--- src/rtl/audio_channel.sv ---
// -----------------------------------------------------------------------------
// audio_channel
//   One playback voice. Per-channel configuration is written through a
//   select/data register port. On every rising edge of the (synchronised)
//   I2S word clock the voice fetches the next 16-bit PCM sample, scales it by
//   the channel volume and presents it on o_SampleOut, placed in the left,
//   right or both word-clock halves.
//
// Ports
//   clk                  system clock
//   rst                  synchronous active-high reset (clears play state,
//                        FSM, word-clock synchroniser and output only)
//   w_ChannelData[23:0]  register write data, LSB-aligned
//   w_selectChannelData  register select
//   w_valid              write strobe, one write per clock while high
//   i_sample[15:0]       signed sample word from sample memory
//   i_ready              sample memory data valid
//   lrclk                asynchronous I2S word clock (low = left half)
//   o_SampleOut[15:0]    registered, signed scaled sample
//   o_nextSampleAddress  word address of the current sample
//
// Build option
//   CHANNEL_SATURATE_EN  when defined the scaled sample is clamped to the
//                        16-bit signed range; otherwise it wraps.
// -----------------------------------------------------------------------------
module audio_channel #(
  parameter int ADDR_WIDTH = 32,
  parameter int VOL_SHIFT  = 7
) (
  input  logic                  clk,
  input  logic                  rst,
  input  logic [23:0]           w_ChannelData,
  input  logic [3:0]            w_selectChannelData,
  input  logic                  w_valid,
  input  logic [15:0]           i_sample,
  input  logic                  i_ready,
  input  logic                  lrclk,
  output logic [15:0]           o_SampleOut,
  output logic [ADDR_WIDTH-1:0] o_nextSampleAddress
);

  typedef enum logic [1:0] {
    ST_IDLE    = 2'd0,
    ST_WAIT    = 2'd1,
    ST_FETCH   = 2'd2,
    ST_ADVANCE = 2'd3
  } state_t;

  state_t      state_r;

  // Configuration registers (not touched by rst, except is_playing_r)
  logic [11:0] start_address_r;
  logic [23:0] sample_count_r;
  logic [23:0] loop_start_r;
  logic [23:0] loop_end_r;
  logic [23:0] position_r;
  logic [15:0] last_sample_r;
  logic [7:0]  volume_r;
  logic        is_looping_r;
  logic        is_playing_r;
  logic        is_mono_r;
  logic        is_left_r;

  // Word-clock synchroniser and edge detector
  logic        lr_sync1_r;
  logic        lr_sync2_r;
  logic        lr_prev_r;
  logic        frame_tick_s;

  logic [15:0]        out_r;
  logic [24:0]        next_pos_s;
  logic signed [24:0] product_s;
  logic signed [24:0] shifted_s;
  logic [15:0]        scaled_s;
  logic [15:0]        placed_s;

  assign frame_tick_s = lr_sync2_r & ~lr_prev_r;
  assign next_pos_s   = {1'b0, position_r} + 25'd1;

  assign o_nextSampleAddress = {{(ADDR_WIDTH-12){1'b0}}, start_address_r}
                             + {{(ADDR_WIDTH-24){1'b0}}, position_r};
  assign o_SampleOut = out_r;

  // Volume scaling: signed sample times unsigned volume, then fixed-point shift
  always_comb begin
    product_s = $signed(last_sample_r) * $signed({1'b0, volume_r});
    shifted_s = product_s >>> VOL_SHIFT;
    scaled_s  = shifted_s[15:0];
`ifdef CHANNEL_SATURATE_EN
    if (shifted_s > 25'sd32767) begin
      scaled_s = 16'h7FFF;
    end else if (shifted_s < -25'sd32768) begin
      scaled_s = 16'h8000;
    end else begin
      scaled_s = shifted_s[15:0];
    end
`endif
  end

  // Output placement: mono drives both halves, stereo only the channel's half
  always_comb begin
    placed_s = 16'h0000;
    if (is_mono_r) begin
      placed_s = scaled_s;
    end else if (is_left_r == ~lr_sync2_r) begin
      placed_s = scaled_s;
    end else begin
      placed_s = 16'h0000;
    end
  end

  // Fetch FSM, synchroniser, output register and register-port writes
  always_ff @(posedge clk) begin
    if (rst) begin
      state_r      <= ST_IDLE;
      is_playing_r <= 1'b0;
      lr_sync1_r   <= 1'b0;
      lr_sync2_r   <= 1'b0;
      lr_prev_r    <= 1'b0;
      out_r        <= 16'h0000;
    end else begin
      lr_sync1_r <= lrclk;
      lr_sync2_r <= lr_sync1_r;
      lr_prev_r  <= lr_sync2_r;
      out_r      <= placed_s;

      case (state_r)
        ST_IDLE: begin
          if (frame_tick_s && is_playing_r) begin
            state_r <= ST_WAIT;
          end
        end
        ST_WAIT: begin
          // One cycle of memory read latency
          state_r <= ST_FETCH;
        end
        ST_FETCH: begin
          if (i_ready) begin
            last_sample_r <= i_sample;
            state_r       <= ST_ADVANCE;
          end
        end
        ST_ADVANCE: begin
          state_r <= ST_IDLE;
          if (is_looping_r && (next_pos_s == {1'b0, loop_end_r})) begin
            position_r <= loop_start_r;
          end else if (next_pos_s >= {1'b0, sample_count_r}) begin
            if (is_looping_r) begin
              position_r <= loop_start_r;
            end else begin
              position_r    <= 24'd0;
              is_playing_r  <= 1'b0;
              last_sample_r <= 16'h0000;
            end
          end else begin
            position_r <= next_pos_s[23:0];
          end
        end
        default: begin
          state_r <= ST_IDLE;
        end
      endcase
    end

    // Register writes come last so they win over a same-cycle advance.
    // They are accepted during rst, but rst keeps is_playing cleared.
    if (w_valid) begin
      case (w_selectChannelData)
        4'd1:    start_address_r <= w_ChannelData[11:0];
        4'd2:    sample_count_r  <= w_ChannelData;
        4'd3:    loop_start_r    <= w_ChannelData;
        4'd4:    loop_end_r      <= w_ChannelData;
        4'd5:    position_r      <= w_ChannelData;
        4'd6:    last_sample_r   <= w_ChannelData[15:0];
        4'd7:    volume_r        <= w_ChannelData[7:0];
        4'd8:    is_looping_r    <= w_ChannelData[0];
        4'd9: begin
          if (!rst) begin
            is_playing_r <= w_ChannelData[0];
          end
        end
        4'd10:   is_mono_r       <= w_ChannelData[0];
        4'd11:   is_left_r       <= w_ChannelData[0];
        default: begin
        end
      endcase
    end
  end

endmodule

--- config.mk ---
export PLATFORM = sky130hd
export DESIGN_NAME = audio_channel
export DESIGN_NICKNAME = d
export VERILOG_FILES = /design/src/rtl/audio_channel.sv
export SDC_FILE = /design/constraint.sdc
export NUM_CORES = 1
export LEC_CHECK = 0
export BUFFER_PORTS_ARGS = -buffer_cell sky130_fd_sc_hd__buf_2
export CAP_MARGIN = 20
export CORE_MARGIN = 3
export CORE_UTILIZATION = 65
export DETAILED_ROUTE_END_ITERATION = 8
export HOLD_SLACK_MARGIN = 0.1
export MAX_ROUTING_LAYER = met4
export PLACE_DENSITY = 0.86
export SYNTH_ARGS = -nofsm -noshare
export SYNTH_HDL_FRONTEND = slang
export SYNTH_SLANG_ARGS = --single-unit
--- constraint.sdc ---
create_clock -name clk -period 15 [get_ports clk]
set_input_delay 1.5 -clock clk [delete_from_list [all_inputs] [get_ports clk]]
set_output_delay 1.5 -clock clk [all_outputs]
set_load 0.01 [all_outputs]
==> key figures <==
Logic synthesis
  – Mapped Area: roughly 0.013 mm2
  – Sequential area share after synthesis: between 30% and 40%
  – Top_reg_cell synth: edfxtp_1
  – Post-synth ARST share: 0%
  – Seq cells post-synth: around 160
  – Library cells used by synthesis: about 80
  – Synth Warn #: 0
  – Post-synthesis area per instance: around 9.5 um2
  – EDFF count, synth: 95
  – Mapped Cells: 1356

Hold path
  – HP Class: flip-flop to flip-flop

Setup path
  – CP endpoint kind: flip-flop
  – CP required: between 15 and 20 ns
  – Crit path DAT: 5.81 ns
  – Type of the worst setup path: flip-flop to flip-flop
  – CP max-delay cell: edfxtp_1
  – Crit path launch type: flip-flop
  – Most frequent CP cell: fa_1
  – CP top delay family: adder cells
  – CP Buf/Inv Count: 4
  – Crit Path Max Fanout: 16
  – Reg2Reg Setup Slack: ~9.5 ns
  – CP Cell Sequence: nand2_1 -> fa_1 -> inv_1 -> fa_1 -> inv_1 -> fa_1 -> fa_1 -> inv_1 -> ha_1 -> o21a_1 -> o21a_1 -> a2111oi_0 -> dlymetal6s2s_1 -> o31a_1 -> nand2_1 -> a41o_1 -> a21oi_1 -> xnor2_1 -> nor2_1
  – Crit path largest cell delay: ~0.66 ns

Cells and area
  – Layout cells sized above 1: 11.2%
  – Final nets: 1632
  – Fillers: roughly 1400
  – Antenna cells: 0
  – Final Util: between 70 and 80%
  – Layout area overhead: 8.63%

Global routing
  – Overflow left after global routing: 0
  – GRT Overall Usage: 34.0%
  – Initial antenna violation count: 0
  – Vias in the first global route: between 10000 and 15000
  – Largest net degree at the start of global routing: 37
  – First-pass GRT wire length: about 56000 um

Routing
  – DR WL/cell: ~21 um
  – Met3 WL post-DR: roughly 3300 um
  – Vias: between 10000 and 15000
  – TritonRoute pass-1 iters: 6
  – Met2 routed wirelength: between 15000 and 20000 um
  – Final wirelength: between 30000 and 40000 um
  – WL met1: approximately 13000 um
  – Max Used Layer: met4
  – Iter 0 DRT Violations: between 1000 and 1500
  – DR vias/cell: about 6.3
  – DRC errors left: 0
  – Antenna viol nets, final: 0

Clock tree
  – CTS Root Cell: clkbuf_16
  – CTS tree: built
  – TritonCTS sink count: roughly 160
  – Max Root-Sink Buffers: 2
  – Clock slew at reported path FFs: ~0.07 ns
  – CTS H-Tree Depth: 4
  – Clock Latency Late Sink: 0.45 ns
  – Setup bufs post-CTS: 0
  – Post-CTS Hold Fix Bufs: 0
  – TritonCTS Buffers: 17
  – Post-CTS sizing: 0

Outcome
  – Status: finished, final reports clean

STA
  – Final TNS setup: 0 ns
  – Slew @ Worst Pin: just over 0.8 ns
  – Peak Freq: around 180 MHz
  – Slew headroom: between 40% and 50%
  – RSZ-0062 raised after global routing: false
  – Period minus WS final: around 5.5 ns
  – Fin crit share: 36.5%
  – Fin. max-slew vios: 0
  – Final setup viols: 0
  – Final Hold Fails: 0
  – Worst clock skew: 0.0141 ns

Flow run
  – Max Cap Viol: 0

Floorplanning
  – Top Ports: just under 100
  – Num rows: 50
  – Die area: between 0.02 and 0.025 mm2
  – Die Y: between 100 and 150 um
  – Initial core utilization: about two thirds
  – Horiz. Die Dim: around 150 um
  – Core Region: approximately 0.019 mm2

Placement
  – IO Port Bufs: 89
  – Post-DP HPWL: roughly 26000 um
  – Global placement routability congestion: 0.992
## metrics by stage
stage | cell area [um2] | worst slack, ns | std cells | hold WS (ns)
finish | 14000 | 9.53 | 1677 | 0.449
global route | 14000 | 9.18 | 1677 | 0.466
CTS | 14000 | 9.21 | 1674 | 0.451
detailed placement | 13400 | 9.23 | 1642 | 0.432
global placement | 13400 | 9.35 | 1641 | 0.420
floorplan | 12900 | 9.93 | 1362 | 0.414
## worst reg2reg max path, delay by kind of cell, from the launching register on
kind / cells / cell delay, ns
AO/OA/AOI/OAI: 6 / 1.44
XOR/XNOR: 1 / 0.13
buffers and inverters: 4 / 0.40
flip-flops: 1 / 0.66
adder cells (fa/ha/maj): 5 / 2.38
AND/OR/NAND/NOR: 3 / 0.33
## cell usage after synthesis, types with 4 or more instances
library cell | n | area (um2)
or2_2 | 7 | 43.8
a21o_1 | 8 | 60.1
and3_1 | 16 | 100
o2111ai_1 | 4 | 35.0
nand4_1 | 20 | 125
a32oi_1 | 10 | 87.6
nor3_1 | 32 | 160
a21oi_1 | 69 | 345
nor2_1 | 86 | 323
nand2b_1 | 14 | 87.6
inv_1 | 167 | 627
fa_1 | 97 | 1940
clkbuf_1 | 52 | 195
buf_4 | 11 | 82.6
buf_2 | 11 | 55.1
nand3_1 | 32 | 160
a21boi_0 | 4 | 30.0
dfxtp_1 | 62 | 1240
a221o_1 | 12 | 120
and4_1 | 10 | 87.6
xor2_1 | 25 | 219
edfxtp_1 | 95 | 2850
o211ai_1 | 8 | 60.1
nor4_1 | 9 | 56.3
o21a_1 | 10 | 75.1
nand2_1 | 111 | 417
or3_1 | 7 | 43.8
and2_1 | 78 | 488
a32o_1 | 12 | 120
nor2b_1 | 21 | 131
a22oi_1 | 19 | 143
ha_1 | 82 | 1030
a31oi_1 | 4 | 25.0
o31ai_1 | 7 | 52.6
xnor2_1 | 49 | 429
o21ai_0 | 26 | 130
## path summary, 6_finish.rpt
path,from,to,cells after the start
min reg2reg,lr_sync1_r,lr_sync2_r,1
max reg2reg,volume_r[2],o_SampleOut[15],19
max,volume_r[2],o_SampleOut[15],19
min,lr_sync1_r,lr_sync2_r,1
## flip-flops by register name (all words and copies together) (netlist names), 2 cells and up
signal           count
loop_end_r          24
loop_start_r        24
position_r          24
sample_count_r      24
last_sample_r       16
o_SampleOut         16
start_address_r     12
volume_r             8
state_r              2
## cells in the final DEF, fill, tap and decap left out, drive strengths merged, types with 10 or more instances in the layout
master and count:
a22oi 19, a32oi 10, o21ai 27, fa 97, xor2 25, clkbuf 17, nand4 22, buf 101
xnor2 49, nand2 111, and4 11, nor2b 21, nor2 86, and3 16, edfxtp 95, nand3 34
a21oi 69, and2 78, o21a 10, a32o 12, nand2b 14, a221o 12, ha 82, inv 176
nor3 32, dfxtp 62
## routing by layer
metal | vias to the layer above | global-route usage (%)
li1 | 4739 | -
met5 | - | -
met2 | 612 | 55.8
met1 | 5104 | 42.0
met4 | 0 | 12.9
met3 | 110 | 6.85
## cell families (layout without fill, tap and decap cells)
group / Yosys count / count (layout) / share of synthesized area, %
muxes: 2 / 2 / 0.165
and+or+nand+nor: 466 / 466 / 19.0
xor gates and xnor gates: 78 / 78 / 5.73
other: 1 / 7 / 0.0291
buffers and inverters: 246 / 301 / 7.77
DFF: 157 / 157 / 31.7
adders and majority gates: 179 / 179 / 23.0
AOI/OAI and AO/OA: 227 / 227 / 12.6
## layout make-up
type	instances	area [um2]	share of cell area, %
Multi-Input combinational cell	959	7850	56.0
Tap cell	260	325	2.32
Sequential cell	157	4090	29.2
Timing Repair Buffer	102	556	3.96
Inverter	167	627	4.47
Clock inverter	15	148	1.05
Clock buffer	17	425	3.03
Power is not shown: default switching activity piles up to over one toggle a cycle in this logic, so the estimate is an artifact.
